### src/rtl/game_pkg.sv
// Shared constants and types for the VGA game: play-field geometry, motion
// defaults, colours and the player motion state encoding.
package game_pkg;

    localparam int FIELD_X_MIN = 250;
    localparam int FIELD_X_MAX = 700;
    localparam int FIELD_Y_MIN = 200;
    localparam int FIELD_Y_MAX = 350;
    localparam int CHAR_W      = 40;
    localparam int CHAR_H      = 40;

    localparam int DEF_TICK_DIV = 833334;
    localparam int DEF_X_MIN    = FIELD_X_MIN;
    localparam int DEF_X_MAX    = FIELD_X_MAX - CHAR_W;
    localparam int DEF_STEP_X   = 4;
    localparam int DEF_GROUND_Y = 320;
    localparam int DEF_CEIL_Y   = FIELD_Y_MIN;
    localparam int DEF_JUMP_V   = 15;
    localparam int DEF_GRAVITY  = 1;
    localparam int CHAR_X_HOME  = 340;

    // 12-bit RGB (4:4:4) colours used by the painter
    localparam logic [11:0] COLOR_BLACK  = 12'h000;
    localparam logic [11:0] COLOR_WHITE  = 12'hFFF;
    localparam logic [11:0] COLOR_PLAYER = 12'hF80;
    localparam logic [11:0] COLOR_GROUND = 12'h0A0;
    localparam logic [11:0] COLOR_SKY    = 12'h48F;

    typedef enum logic {
        GROUND = 1'b0,
        AIR    = 1'b1
    } motion_state_t;

endpackage

### src/rtl/tick_gen.sv
// Free-running divider: strobes tick for one cycle every DIV clock cycles.
module tick_gen #(
    parameter int DIV = 2
) (
    input  logic clk,
    input  logic reset,
    output logic tick
);
    localparam int W = (DIV > 2) ? $clog2(DIV) : 1;
    localparam logic [W-1:0] LAST = W'(DIV - 1);

    logic [W-1:0] count;

    always_ff @(posedge clk or posedge reset) begin
        if (reset) begin
            count <= '0;
        end else if (count == LAST) begin
            count <= '0;
        end else begin
            count <= count + W'(1);
        end
    end

    assign tick = (count == LAST);

endmodule

### src/rtl/player_motion_ctrl.sv
// Player character motion: horizontal stepping with edge clamps, a GROUND/AIR
// jump-gravity machine for the vertical position, and a saturating landing score.
module player_motion_ctrl
    import game_pkg::*;
#(
    parameter int TICK_DIV = DEF_TICK_DIV,
    parameter int X_MIN    = DEF_X_MIN,
    parameter int X_MAX    = DEF_X_MAX,
    parameter int STEP_X   = DEF_STEP_X,
    parameter int GROUND_Y = DEF_GROUND_Y,
    parameter int CEIL_Y   = DEF_CEIL_Y,
    parameter int JUMP_V   = DEF_JUMP_V,
    parameter int GRAVITY  = DEF_GRAVITY
) (
    input  logic        clk,
    input  logic        reset,
    input  logic        up,
    input  logic        left,
    input  logic        right,
    output logic [9:0]  char_x,
    output logic [9:0]  char_y,
    output logic        jumping,
    output logic [15:0] score,
    output logic        tick
);
    localparam logic        [10:0] X_MAX_U  = 11'(X_MAX);
    localparam logic        [10:0] STEP_U   = 11'(STEP_X);
    localparam logic signed [10:0] X_MIN_S  = 11'(X_MIN);
    localparam logic signed [10:0] STEP_S   = 11'(STEP_X);
    localparam logic signed [10:0] GROUND_S = 11'(GROUND_Y);
    localparam logic signed [10:0] CEIL_S   = 11'(CEIL_Y);
    localparam logic signed [6:0]  GRAV_S   = 7'(GRAVITY);
    localparam logic signed [6:0]  VY_FLOOR = -7'(JUMP_V);
    localparam logic        [5:0]  VY_LAUNCH = 6'(JUMP_V - GRAVITY);

    motion_state_t state_reg, state_next;
    logic [9:0]  x_reg, x_next;
    logic [9:0]  y_reg, y_next;
    logic [5:0]  vy_reg, vy_next;
    logic [15:0] score_reg, score_next;

    logic        [10:0] x_inc;
    logic signed [10:0] x_dec;
    logic signed [10:0] y_air;
    logic signed [6:0]  vy_dec;

    tick_gen #(.DIV(TICK_DIV)) u_tick_gen (
        .clk   (clk),
        .reset (reset),
        .tick  (tick)
    );

    always_ff @(posedge clk or posedge reset) begin
        if (reset) begin
            state_reg <= GROUND;
            x_reg     <= 10'(CHAR_X_HOME);
            y_reg     <= 10'(GROUND_Y);
            vy_reg    <= '0;
            score_reg <= '0;
        end else if (tick) begin
            state_reg <= state_next;
            x_reg     <= x_next;
            y_reg     <= y_next;
            vy_reg    <= vy_next;
            score_reg <= score_next;
        end
    end

    always_comb begin
        x_inc  = {1'b0, x_reg} + STEP_U;
        x_dec  = $signed({1'b0, x_reg}) - STEP_S;
        x_next = x_reg;
        if (right) begin
            x_next = (x_inc > X_MAX_U) ? X_MAX_U[9:0] : x_inc[9:0];
        end else if (left) begin
            x_next = (x_dec < X_MIN_S) ? X_MIN_S[9:0] : x_dec[9:0];
        end
    end

    // vy is positive upward while screen y grows downward, hence y - vy
    always_comb begin
        y_air      = $signed({1'b0, y_reg}) - $signed({{5{vy_reg[5]}}, vy_reg});
        vy_dec     = $signed({vy_reg[5], vy_reg}) - GRAV_S;
        state_next = state_reg;
        y_next     = y_reg;
        vy_next    = vy_reg;
        score_next = score_reg;
        unique case (state_reg)
            GROUND: begin
                if (up) begin
                    state_next = AIR;
                    y_next     = y_reg - 10'(JUMP_V);
                    vy_next    = VY_LAUNCH;
                end
            end
            AIR: begin
                if (y_air >= GROUND_S) begin
                    state_next = GROUND;
                    y_next     = GROUND_S[9:0];
                    vy_next    = '0;
                    if (score_reg != 16'hFFFF) begin
                        score_next = score_reg + 16'd1;
                    end
                end else if (y_air < CEIL_S) begin
                    y_next  = CEIL_S[9:0];
                    vy_next = '0;
                end else begin
                    y_next  = y_air[9:0];
                    vy_next = (vy_dec < VY_FLOOR) ? VY_FLOOR[5:0] : vy_dec[5:0];
                end
            end
            default: state_next = GROUND;
        endcase
    end

    assign char_x  = x_reg;
    assign char_y  = y_reg;
    assign jumping = (state_reg == AIR);
    assign score   = score_reg;

endmodule
### config.mk
export PLATFORM = sky130hd
export DESIGN_NAME = player_motion_ctrl
export DESIGN_NICKNAME = d
export VERILOG_FILES = /design/src/rtl/game_pkg.sv /design/src/rtl/tick_gen.sv /design/src/rtl/player_motion_ctrl.sv
export SDC_FILE = /design/constraint.sdc
export NUM_CORES = 1
export LEC_CHECK = 0
export BUFFER_PORTS_ARGS = -buffer_cell sky130_fd_sc_hd__buf_2
export CAP_MARGIN = 10
export CORE_MARGIN = 1.5
export CORE_UTILIZATION = 52
export CTS_BUF_LIST = sky130_fd_sc_hd__clkbuf_4 sky130_fd_sc_hd__clkbuf_8 sky130_fd_sc_hd__clkbuf_16
export DETAILED_ROUTE_END_ITERATION = 8
export PLACE_DENSITY = 0.72
export SLEW_MARGIN = 20
export SYNTH_ARGS = -nofsm -noshare
export SYNTH_HDL_FRONTEND = slang
export SYNTH_SLANG_ARGS = --single-unit
### constraint.sdc
create_clock -name clk -period 3.8 [get_ports clk]
set_input_delay 0.57 -clock clk [delete_from_list [all_inputs] [get_ports clk]]
set_output_delay 0.57 -clock clk [all_outputs]
set_load 0.01 [all_outputs]
==> out/summary.txt <==
Outcome = finished clean
R2r endpoint = vy_reg[1]
Main synth FF type = dfrtp_1
RSZ-0062 raised after global routing = false
Worst-margin pin slew = 906 ps
Drt initial violations = 197
Dpl ws = 480 ps
Post-Synth Adder-Cell Area = 0.0601
Simple-gate share of the synthesized area = 0.224
Final hold viol count = 0
Nets@finish = 547
I/O pin count = 43
Routability cong. = 0.921
Area grow syn2layout = 12.4%
Pwr dens = 301 nW/µm²
Setup CP Type = register to register
Cells after Synth = 487
ANT nets after route = 0
Worst setup SP type = register
Sequential-to-total area share from yosys stat = 0.367
Sink Count = 62
Slew headroom = 0.395
Main combinational cell family by area after synthesis = simple AND/OR/NAND/NOR gates
Post-cts resize count = 0
Clk_skew = 6.41 ps
Complex-gate fraction of the synthesized area = 0.212
Die area = 8720 µm²
Final setup TNS = 0 ps
Critical path arrival = 3650 ps
Endpoints failing setup = 0
Reg2Reg Launch Point = char_y[0]
Yosys top cell area share = 0.330
Worst min-delay path class = input port to asynchronous set/reset pin
Mapped cell area = 4250 µm²
Async set-or-reset flop fraction in the synthesized netlist = 1.00
Peak VDD IR = 352 µV
Number of setup buffers added after CTS = 0
# port buffers = 41
Final global-route overflow total = 0
Fin crit share = 0.900
Std cell rows = 32
Most frequent cell after synthesis = dfrtp_1
Hpwl dp = 7160 µm
CP required = 4030 ps
Warnings from Yosys = 0
Slack of the critical path = 381 ps
Fin util = 0.612
Root Driver = clkbuf_8
Initial antenna violation count = 0
Ranking of synthesized cells by area = dfrtp_1 (33%), ha_1 (5.3%), nor2_1 (4.7%)
Vias = 3792
Clock buffer depth = 2
Vias per cell = 6.02
Synth Area in XOR/XNOR = 0.0922
Antenna cells = 0
1st-pass router iterations = 4
Largest register FFs = 20
Max Fclk = 293 MHz
Core area = 7810 µm²
Leakage = 2.25 nW
Post-synthesis cell type count = 74
Tot GR Track Use = 0.251
Clock transition at the registers of the reported paths = 70 ps
CTS buffer count = 9
DP Area = 4530 µm²
First-pass GRT wire length = 17500 µm
Worst-skew pair later-pin latency = 340 ps
Post-CTS Hold Fix Bufs = 0
Worst r2r path cells = 11
Post-synthesis register bit count = 62
Reg2reg setup slack = 380 ps
Largest net degree at the start of global routing = 44
Vias in the first global route = 3681
Max_cap viols = 0
Net Count, Synth = 511
Synth area leader = dfrtp_1
CTS tree = done
H-tree depth = 3
Wire per inst = 16.1 µm
Post-Route WL = 10200 µm
Top cells by count, synth = dfrtp_1 (56), nor2_1 (53), nand2_1 (33)
Chip width = 93.4 µm
Post-route DRC = 0
Share of cells above drive strength 1 = 0.163
Pins Over Slew Limit = 0
Mean Syn Cell Area = 8.72 µm²
EDFF count, synth = 0
Post-layout min period = 3420 ps
Cell area after layout = 4770 µm²
Chip Height = 93.4 µm
Crit-path max FO = 7
Initial Utilization = 0.544
Crit. End Element = register
Mux contribution to synthesized area = 0.00265
[through the flow]
step,instances,total power [mW],hold slack (ps)
final,630,1.44,423
after global routing,630,1.48,506
after CTS,630,1.45,452
after detailed placement,614,0.726,488
after global placement,614,0.725,466
after floorplan,487,0.713,461
[per-layer routing]
layer  global-route usage  wire length (µm)  vias up
met3               0.0520               683       12
met4               0.0758               119        0
met2                0.403              4820      111
met1                0.341              4540     1830
li1                     -                 -     1839
met5                    0                 0        -
[area by class of cell]
type | count | area (µm²)
multi-input combinational | 380 | 2510
clock inverter | 7 | 120
inverter | 25 | 93.8
timing repair buffer | 45 | 235
tap | 102 | 128
clock buffer | 9 | 124
sequential | 62 | 1560
fill | 706 | 3030
[worst max-delay path, stage by stage (launching register included)]
cell       delay, ps
dfrtp_1          460
inv_1             80
ha_1             230
fa_1             400
and2b_1          250
o22ai_1          100
xnor2_1          140
a2111oi_0        660
nor3_1           170
o31ai_2          530
nor4_1           130
a2bb2oi_1        170
[power by group]
group	switching, mW	internal, mW	leakage [nW]
Clock	0.284	0.439	0.120
Combinational	0.0335	0.0144	1.35
Sequential	0.00373	0.662	0.778
[placed cells by master (no fill, tap or decap), types with 12 or more instances in the layout]
cell | Yosys | final
nor2_1 | 53 | 53
dfrtp_1 | 56 | 56
a21oi_1 | 20 | 20
nand2_1 | 33 | 33
nand3_1 | 24 | 24
xor2_1 | 20 | 20
nor3_1 | 12 | 12
xnor2_1 | 21 | 21
ha_1 | 18 | 18
buf_2 | 1 | 41
and3_1 | 17 | 17
inv_1 | 25 | 24
o21ai_0 | 25 | 25
[cells by family (layout without fill, tap and decap cells)]
logic type               count (synthesis)  count (layout)
adder cells (fa/ha/maj)                 20              20
buffers and inverters                   45              86
AND/OR/NAND/NOR                        188             188
flip-flops                              62              62
multiplexers                             1               1
other                                    1               1
XOR/XNOR                                43              43
AO/OA/AOI/OAI                          127             127
[worst max path at each step]
stage	start	end	slack [ps]
after floorplan	char_y[0]	char_y[5]	850
after global placement	char_y[0]	char_y[3]	620
after detailed placement	char_y[0]	vy_reg[1]	480
after CTS	char_y[0]	vy_reg[1]	440
after global routing	char_y[0]	char_y[3]	140
final	char_y[0]	vy_reg[1]	380
(Power assumes the default switching activity.)
